--- config.mk ---
export PLATFORM = sky130hd
export DESIGN_NAME = display_scan_ctrl
export DESIGN_NICKNAME = d
export VERILOG_FILES = /design/src/rtl/display_scan_ctrl.sv
export SDC_FILE = /design/constraint.sdc
export NUM_CORES = 1
export LEC_CHECK = 0
export CORE_MARGIN = 2
export CORE_UTILIZATION = 30
export CTS_BUF_LIST = sky130_fd_sc_hd__clkbuf_4 sky130_fd_sc_hd__clkbuf_8
export DETAILED_ROUTE_END_ITERATION = 8
export SETUP_SLACK_MARGIN = 0.3
export SYNTH_ARGS = -nofsm -noshare
export SYNTH_HDL_FRONTEND = slang
export SYNTH_SLANG_ARGS = --single-unit
--- constraint.sdc ---
create_clock -name clk_i -period 2.9 [get_ports clk_i]
set_input_delay 0.725 -clock clk_i [delete_from_list [all_inputs] [get_ports clk_i]]
set_output_delay 0.725 -clock clk_i [all_outputs]
set_load 0.02 [all_outputs]
--- src/rtl/display_scan_ctrl.sv ---
// display_scan_ctrl: time-multiplexed scan controller for a multi-digit seven-segment display.
//
// Every scan slot has two phases. In GUARD all digits are off for GUARD_CYC cycles. In SHOW
// one digit is enabled for SCAN_DIV cycles and its effective code goes to the shared segment
// decoder. New data is loaded into a shadow register set. That set is copied into the active
// set only at a frame boundary, so a frame never shows a mix of old and new codes.
//
// Code encoding: 1xxxx = hex digit, 00000 = blank, 00001 = up arrow, 00010 = down arrow,
// 00011 = up and down.
//
// Ports:
//   clk_i          system clock, rising edge
//   rst_ni         asynchronous active-low reset
//   load_i         single-cycle strobe; captures load_data_i/blink_mask_i/lz_blank_i
//   load_data_i    5-bit code per digit; bits [5i+4:5i] belong to digit i (digit 0 rightmost)
//   blink_mask_i   1 = digit i blinks
//   lz_blank_i     1 = leading-zero blanking enabled
//   code_out_o     registered code for the segment decoder
//   dig_sel_o      registered one-hot, active-high digit enable (all zero in GUARD)
//   pending_o      shadow set holds data that has not been committed yet
//   frame_start_o  one-cycle pulse in the first GUARD cycle of digit 0 after a wrap
module display_scan_ctrl #(
  parameter int unsigned DIGITS       = 4,
  parameter int unsigned SCAN_DIV     = 50000,
  parameter int unsigned GUARD_CYC    = 2,
  parameter int unsigned BLINK_FRAMES = 64
) (
  input  logic                  clk_i,
  input  logic                  rst_ni,
  input  logic                  load_i,
  input  logic [5*DIGITS-1:0]   load_data_i,
  input  logic [DIGITS-1:0]     blink_mask_i,
  input  logic                  lz_blank_i,
  output logic [4:0]            code_out_o,
  output logic [DIGITS-1:0]     dig_sel_o,
  output logic                  pending_o,
  output logic                  frame_start_o
);

  // One phase counter is shared by GUARD and SHOW, so it is sized for the longer of the two.
  localparam int unsigned CntMax = (SCAN_DIV > GUARD_CYC) ? SCAN_DIV - 1 : GUARD_CYC - 1;
  localparam int unsigned CntW   = (CntMax > 0) ? $clog2(CntMax + 1) : 1;
  localparam int unsigned FrmMax = BLINK_FRAMES - 1;
  localparam int unsigned FrmW   = (FrmMax > 0) ? $clog2(FrmMax + 1) : 1;
  localparam int unsigned IdxW   = $clog2(DIGITS);

  localparam logic [IdxW-1:0] IdxLast   = IdxW'(DIGITS - 1);
  localparam logic [CntW-1:0] GuardLast = CntW'(GUARD_CYC - 1);
  localparam logic [CntW-1:0] ShowLast  = CntW'(SCAN_DIV - 1);
  localparam logic [FrmW-1:0] FrmLast   = FrmW'(BLINK_FRAMES - 1);

  localparam logic [4:0] CodeZero  = 5'b10000;
  localparam logic [4:0] CodeBlank = 5'b00000;

  // Elaboration-time parameter checks.
  if ((DIGITS < 2) || (DIGITS > 8)) begin : gen_digits_err
    $error("display_scan_ctrl: DIGITS must be in 2..8");
  end
  if (SCAN_DIV < 1) begin : gen_scan_err
    $error("display_scan_ctrl: SCAN_DIV must be >= 1");
  end
  if (GUARD_CYC < 1) begin : gen_guard_err
    $error("display_scan_ctrl: GUARD_CYC must be >= 1");
  end
  if (BLINK_FRAMES < 1) begin : gen_blink_err
    $error("display_scan_ctrl: BLINK_FRAMES must be >= 1");
  end

  typedef enum logic [0:0] {
    StGuard = 1'b0,
    StShow  = 1'b1
  } state_e;

  // Scan FSM state.
  state_e            state_q, state_d;
  logic [IdxW-1:0]   idx_q, idx_d;
  logic [CntW-1:0]   cnt_q, cnt_d;

  // Registered outputs.
  logic [4:0]        code_out_q, code_out_d;
  logic [DIGITS-1:0] dig_sel_q, dig_sel_d;
  logic              frame_start_q, frame_start_d;
  logic              pending_q, pending_d;

  // Shadow and active register sets.
  logic [5*DIGITS-1:0] sh_codes_q, sh_codes_d;
  logic [DIGITS-1:0]   sh_mask_q, sh_mask_d;
  logic                sh_lz_q, sh_lz_d;
  logic [5*DIGITS-1:0] act_codes_q, act_codes_d;
  logic [DIGITS-1:0]   act_mask_q, act_mask_d;
  logic                act_lz_q, act_lz_d;

  // Blink state.
  logic [FrmW-1:0]   frm_cnt_q, frm_cnt_d;
  logic              blink_on_q, blink_on_d;

  logic              boundary;
  logic [DIGITS-1:0] idx_onehot;

  assign idx_onehot = {{(DIGITS-1){1'b0}}, 1'b1} << idx_q;

  // ---------------------------------------------------------------------------------------
  // Effective code of the digit about to enter SHOW
  // ---------------------------------------------------------------------------------------
  logic [4:0]        act_code [DIGITS];
  logic [DIGITS-1:0] lz_hit;
  logic              zeros_above;
  logic [4:0]        eff_code;

  for (genvar g = 0; g < DIGITS; g++) begin : gen_unpack
    assign act_code[g] = act_codes_q[5*g +: 5];
  end

  // Walk from the leftmost digit down. A digit is a leading zero when it shows 0 and every
  // digit to its left is 0 or blank. Arrow codes break the run. Digit 0 is never blanked.
  always_comb begin
    lz_hit      = '0;
    zeros_above = 1'b1;
    for (int i = DIGITS - 1; i >= 1; i--) begin
      lz_hit[i]   = act_lz_q && (act_code[i] == CodeZero) && zeros_above;
      zeros_above = zeros_above &&
                    ((act_code[i] == CodeZero) || (act_code[i] == CodeBlank));
    end
  end

  always_comb begin
    eff_code = act_code[idx_q];
    if (lz_hit[idx_q]) begin
      eff_code = CodeBlank;
    end else if (act_mask_q[idx_q] && !blink_on_q) begin
      eff_code = CodeBlank;
    end
  end

  // ---------------------------------------------------------------------------------------
  // Scan sequencing
  // ---------------------------------------------------------------------------------------
  always_comb begin
    state_d       = state_q;
    idx_d         = idx_q;
    cnt_d         = cnt_q;
    dig_sel_d     = dig_sel_q;
    code_out_d    = code_out_q;
    frame_start_d = 1'b0;
    boundary      = 1'b0;

    unique case (state_q)
      StGuard: begin
        if (cnt_q == GuardLast) begin
          state_d    = StShow;
          cnt_d      = '0;
          dig_sel_d  = idx_onehot;
          code_out_d = eff_code;
        end else begin
          cnt_d = cnt_q + 1'b1;
        end
      end
      StShow: begin
        if (cnt_q == ShowLast) begin
          state_d    = StGuard;
          cnt_d      = '0;
          dig_sel_d  = '0;
          code_out_d = CodeBlank;
          if (idx_q == IdxLast) begin
            idx_d         = '0;
            boundary      = 1'b1;
            frame_start_d = 1'b1;
          end else begin
            idx_d = idx_q + 1'b1;
          end
        end else begin
          cnt_d = cnt_q + 1'b1;
        end
      end
      default: begin
        state_d = StGuard;
      end
    endcase
  end

  // ---------------------------------------------------------------------------------------
  // Double buffering and blink phase
  // ---------------------------------------------------------------------------------------
  always_comb begin
    sh_codes_d  = sh_codes_q;
    sh_mask_d   = sh_mask_q;
    sh_lz_d     = sh_lz_q;
    act_codes_d = act_codes_q;
    act_mask_d  = act_mask_q;
    act_lz_d    = act_lz_q;
    pending_d   = pending_q;
    frm_cnt_d   = frm_cnt_q;
    blink_on_d  = blink_on_q;

    if (load_i) begin
      sh_codes_d = load_data_i;
      sh_mask_d  = blink_mask_i;
      sh_lz_d    = lz_blank_i;
      pending_d  = 1'b1;
    end

    if (boundary) begin
      // A load in the commit cycle bypasses the shadow set, so it is never left pending.
      if (load_i) begin
        act_codes_d = load_data_i;
        act_mask_d  = blink_mask_i;
        act_lz_d    = lz_blank_i;
      end else if (pending_q) begin
        act_codes_d = sh_codes_q;
        act_mask_d  = sh_mask_q;
        act_lz_d    = sh_lz_q;
      end
      pending_d = 1'b0;

      if (frm_cnt_q == FrmLast) begin
        frm_cnt_d  = '0;
        blink_on_d = !blink_on_q;
      end else begin
        frm_cnt_d = frm_cnt_q + 1'b1;
      end
    end
  end

  // ---------------------------------------------------------------------------------------
  // State registers
  // ---------------------------------------------------------------------------------------
  always_ff @(posedge clk_i or negedge rst_ni) begin
    if (!rst_ni) begin
      state_q       <= StGuard;
      idx_q         <= '0;
      cnt_q         <= '0;
      code_out_q    <= '0;
      dig_sel_q     <= '0;
      frame_start_q <= 1'b0;
      pending_q     <= 1'b0;
      sh_codes_q    <= '0;
      sh_mask_q     <= '0;
      sh_lz_q       <= 1'b0;
      act_codes_q   <= '0;
      act_mask_q    <= '0;
      act_lz_q      <= 1'b0;
      frm_cnt_q     <= '0;
      blink_on_q    <= 1'b1;
    end else begin
      state_q       <= state_d;
      idx_q         <= idx_d;
      cnt_q         <= cnt_d;
      code_out_q    <= code_out_d;
      dig_sel_q     <= dig_sel_d;
      frame_start_q <= frame_start_d;
      pending_q     <= pending_d;
      sh_codes_q    <= sh_codes_d;
      sh_mask_q     <= sh_mask_d;
      sh_lz_q       <= sh_lz_d;
      act_codes_q   <= act_codes_d;
      act_mask_q    <= act_mask_d;
      act_lz_q      <= act_lz_d;
      frm_cnt_q     <= frm_cnt_d;
      blink_on_q    <= blink_on_d;
    end
  end

  assign code_out_o    = code_out_q;
  assign dig_sel_o     = dig_sel_q;
  assign pending_o     = pending_q;
  assign frame_start_o = frame_start_q;

  // At most one digit is ever enabled, and nothing is sent to the decoder while all are off.
  a_dig_sel_onehot0: assert property (@(posedge clk_i) disable iff (!rst_ni)
    $onehot0(dig_sel_q));
  a_guard_blank: assert property (@(posedge clk_i) disable iff (!rst_ni)
    (dig_sel_q == '0) |-> (code_out_q == CodeBlank));

endmodule

# Word-level counts from Yosys, hierarchy flattened
# Cells that the tools add are included.
[totals]
in_bits = 28
reg_bits = 87
elab_cells = 84
out_inout_bits = 11
[op_classes]
n_addsub = 3
shift = 1
n_eq_ne = 9
magnitude_cmp = 2
mux = 34
reduce_logical = 18
bitwise = 2
[op_table]
columns = ["op", "n"]
rows = [
  ["$mux 20", 2],
  ["$mux 16", 2],
  ["$pmux 16 s2", 1],
  ["$mux 5", 6],
  ["$add 16x1->16 const B", 1],
  ["$eq 16x1->1 const B", 1],
  ["$eq 16x16->1 const B", 1],
  ["$mux 4", 4],
  ["$eq 5x5->1 const B", 3],
  ["$mux 1", 11],
  ["$bmux 5 s2", 1],
  ["$logic_not 5->1", 2],
  ["$pmux 5 s2", 1],
  ["$pmux 4 s2", 1],
  ["$reduce_and 2->1", 4],
  ["$logic_and 1x1->1", 7],
  ["$add 6x1->6 const B", 1],
  ["$eq 6x6->1 const B", 1],
  ["$mux 6", 1],
  ["$bmux 1 s2", 2],
  ["$reduce_bool 2->1", 2],
  ["$shl 1x2->4 const A", 1],
  ["$ge 3x3->1 const B", 1],
  ["$lt 2x3->1 const B", 1],
  ["other kinds (10)", 11],
]

# Depth between registers and ports, before layout
[depth]
word_depth = 9
ltp_mapped = 7
depth_no_buf = 6

# Least setup slack after synthesis
# OpenSTA, ideal clock, no wires.
[synth_path]
kind = "register -> register"
start = "register cnt_q[10]"
end = "register act_codes_q[10]"
path_slack_ns = 0.593
setup_ns = 0.125
arrival_time_ns = 2.182
period_less_slack_ns = 2.307
path_stages_with_launch = 7
required_time_ns = 2.775
n_path_buf = 2
cell_sequence = "dfrtp_1 or4_1 buf_2 nor4_4 o211ai_4 buf_6 mux2_4"
[synth_via]
elab_chain_len = 4
[synth_lines]
columns = ["element", "line_no", "source"]
rows = [
  ["start: declaration", "77", "logic [CntW-1:0] cnt_q, cnt_d;"],
  ["start signal: assignment", "247", "cnt_q <= cnt_d;"],
  ["$eq 16x16->1", "159", "if (cnt_q == ShowLast) begin"],
  ["$mux 1", "159", ""],
  ["$mux 1", "147", "unique case (state_q)"],
  ["$reduce_and 2->1 (no line)", "n/a", ""],
  ["end signal: assignment", "255", "act_codes_q <= act_codes_d;"],
  ["end: declaration", "89", "logic [5*DIGITS-1:0] act_codes_q, act_codes_d;"],
]
# No other way between the ends.
# A chain may end at the register's enable or synchronous reset.

# Worst setup path after layout
[layout_path]
start = "register cnt_q[10]"
end = "register frm_cnt_q[5]"
[layout_via]
elab_chain_len = 3
[layout_lines]
columns = ["element", "line_no", "source"]
rows = [
  ["$eq 16x16->1", "159", ""],
  ["$mux 1", "159", ""],
  ["$mux 1", "147", ""],
  ["end signal: assignment", "258", "frm_cnt_q <= frm_cnt_d;"],
  ["end: declaration", "94", "logic [FrmW-1:0] frm_cnt_q, frm_cnt_d;"],
]
# No other way between the ends.

==> results.yml <==
clock_tree:
  clock-sinks: 87
  htree_levels: 3
  cts_inserted_buffers: 9
  cts_max_path_buffers: 2
  path_clk_slew_ps: 90
  cts_setup_buffers: 0
  tritoncts: "built"
  postCtsResizedCells: 0
  cts_hold_buf: 0
  clkLatencyLatePin_ps: 360
  root_buffer: "clkbuf_8"
drt:
  ant_nets: 0
  drtPass1Iterations: 4
  drc: 0
  drtIter0Drc: 113
  via_count: 2381
  totalWireLength_um: 7690
  avgViaCountPerCell: 4.687
  wl_per_cell_um: 15.14
yosys:
  netlist_area_um2: 3924
  synth_cell_type_count: 41
  muxShareOfSynthArea_pct: 20.50
  synth_top_family_by_area: "multiplexers"
  ys_warn_count: 0
  synthCells: 288
  syn-num-nets: 323
  avgSynthCellArea_um2: 13.62
  synth_compound_area_share_pct: 5.835
  synthAdderAreaFrac_pct: 2.232
  synth-main-ff-cell: "dfrtp_1"
  yosys.area_share.simple_pct: 9.726
  synth-edff-count: 0
  async_flop_share_pct: 100.0
  synth_xor_xnor_area_share_pct: 3.571
  synth.ff_latch_count: 87
  ys_seq_area_share_pct: 55.52
power_and_ir_drop:
  ir_drop_mv: 0.2225
  p_total_uw: 2230
  power.leakage_uw: 0.002074
  pwr_density_cell_nw_per_um2: 473.2
setup_path:
  worst_ep_arrival_time_ps: 2650
  start_kind: "flop"
  criticalPathCategory: "reg2reg"
  worstSetupEndpointType: "flop"
  worstPathRequired_ps: 3120
  crit_fanout: 6
sta:
  fin_crit_ps: 2431
  fmax_ghz: 0.4114
  tns_ps: 0
  fin_crit_sh_pct: 83.81
  setup_ws_ps: 469.4
  final_max_slew_viol_count: 0
  hold_viol_final: 0
  rsz0062_at_grt: "no"
  slew_headroom_pct: 42.57
  clock_skew_ps: 9.940
  setup_viol: 0
  tightest_slew_ps: 861.4
placed_design:
  dp_slack_ps: 520.9
  io_buffers: 38
  dp.cells: 493
  gp_congestion: 0.7916
  dpl.hpwl_um: 5450
floorplanning:
  core_area_um2: 12670
  die-area_um2: 14010
  rows: 41
  pin_count: 39
  chipWidth_um: 118.4
  start_util_pct: 30.97
  fp.dieH_um: 118.4
global_route:
  grt_pass1_wl_um: 12970
  grt_usage_pct: 11.76
  overflow: 0
  grt_max_degree: 70
  grt_pass1_vias: 2467
  antenna_found_initial: 0
final_layout:
  layout.nets: 367
  postLayoutCoreUtil_pct: 37.20
  n_antenna_cell: 0
  layout-drive-gt1-share_pct: 25.60
  most-common-layout-cells: "dfrtp_1 (86), clkdlybuf4s50_1 (37), mux2_2 (33)"
  layout.cells.most_common: "dfrtp_1"
  areaGrowthSynthToFinish_pct: 20.12
  final_cells: 508
run_status:
  status: "complete, no violations"
worst_hold_path:
  min_path_type: "in2async"
run:
  cap_violations: 0
[layer usage]
layer	track usage [%]	up-vias	share of wire, %
li1	-	1134	-
met1	15.05	1206	46
met2	19.18	33	50
met3	3.620	8	3.1
met4	3.389	0	1.0
met5	0	-	0
[final cells by class]
type / instances / area, um2
Sequential cell: 87 / 2178
Multi-Input combinational cell: 178 / 1643
Fill cell: 1254 / 7958
Clock inverter: 5 / 58.81
Inverter: 12 / 45.04
Tap cell: 172 / 215.2
Timing Repair Buffer: 44 / 435.4
Clock buffer: 10 / 137.6
[registers in the layout, indices dropped and copies added (netlist names)]
register	flops
idx_q	2
dig_sel_o	4
frame_start_o	1
blink_on_q	1
sh_codes_q	20
cnt_q	16
act_lz_q	1
pending_o	1
sh_mask_q	4
act_codes_q	20
state_q	1
code_out_o	5
frm_cnt_q	6
sh_lz_q	1
act_mask_q	4
[power breakdown]
group | leakage (uW) | internal (uW) | total [uW] | switching [uW]
logic | 0.000864 | 66.5 | 121 | 54.7
registers | 0.00112 | 1250 | 1250 | 7.90
clock network | 0.0000944 | 417 | 855 | 438
total | 0.00207 | 1730 | 2230 | 501
[final timing paths]
check                              from             end  slack (ps)  cells after the start
setup / recovery              cnt_q[10]    frm_cnt_q[5]         470                      4
min in group clk_i         frm_cnt_q[4]    frm_cnt_q[4]         490                      1
setup reg to reg              cnt_q[10]    frm_cnt_q[5]         470                      4
max in group asynchronous        rst_ni  sh_codes_q[10]        1720                      2
hold / removal                   rst_ni        cnt_q[8]         470                      1
hold reg to reg            frm_cnt_q[4]    frm_cnt_q[4]         490                      1
[critical path, stage by stage (launching register included)]
cell,delay (ps)
dfrtp_1,440
or4_1,690
or4_1,660
o41ai_1,370
o31ai_1,130
[Yosys cell counts (3+ instances only)]
cell type	count	area, um2
a22o_1	4	35.03
and3_1	5	31.28
clkbuf_1	6	22.52
dfrtp_1	86	2152
ha_1	7	87.58
inv_1	12	45.04
mux2_2	33	371.6
mux2_4	20	300.3
mux4_2	5	112.6
nand2_1	8	30.03
nand3_1	10	50.05
nand4_1	6	37.54
nor2_1	13	48.80
nor3_1	6	30.03
nor4_1	4	25.02
o2bb2ai_1	5	43.79
o31ai_1	4	30.03
or3_1	3	18.77
or4_1	4	30.03
or4b_2	3	30.03
xnor2_1	10	87.58
xor2_1	6	52.55
[cells by family after synthesis]
kind of cell | after synthesis
flops | 87
simple gates | 67
fa+ha+maj | 7
compound gates | 28
buf+inv | 23
mux | 60
xor+xnor | 16
[metrics by stage]
| step | hold slack [ps] | cell area, um2 |
|---|---|---|
| after global routing | 525.0 | 4713 |
| after detailed placement | 479.9 | 4517 |
| final | 466.4 | 4713 |
| after global placement | 479.4 | 4517 |
| after floorplan | 429.4 | 3924 |
| after CTS | 494.8 | 4713 |
Power figures use the tool's default switching activity.
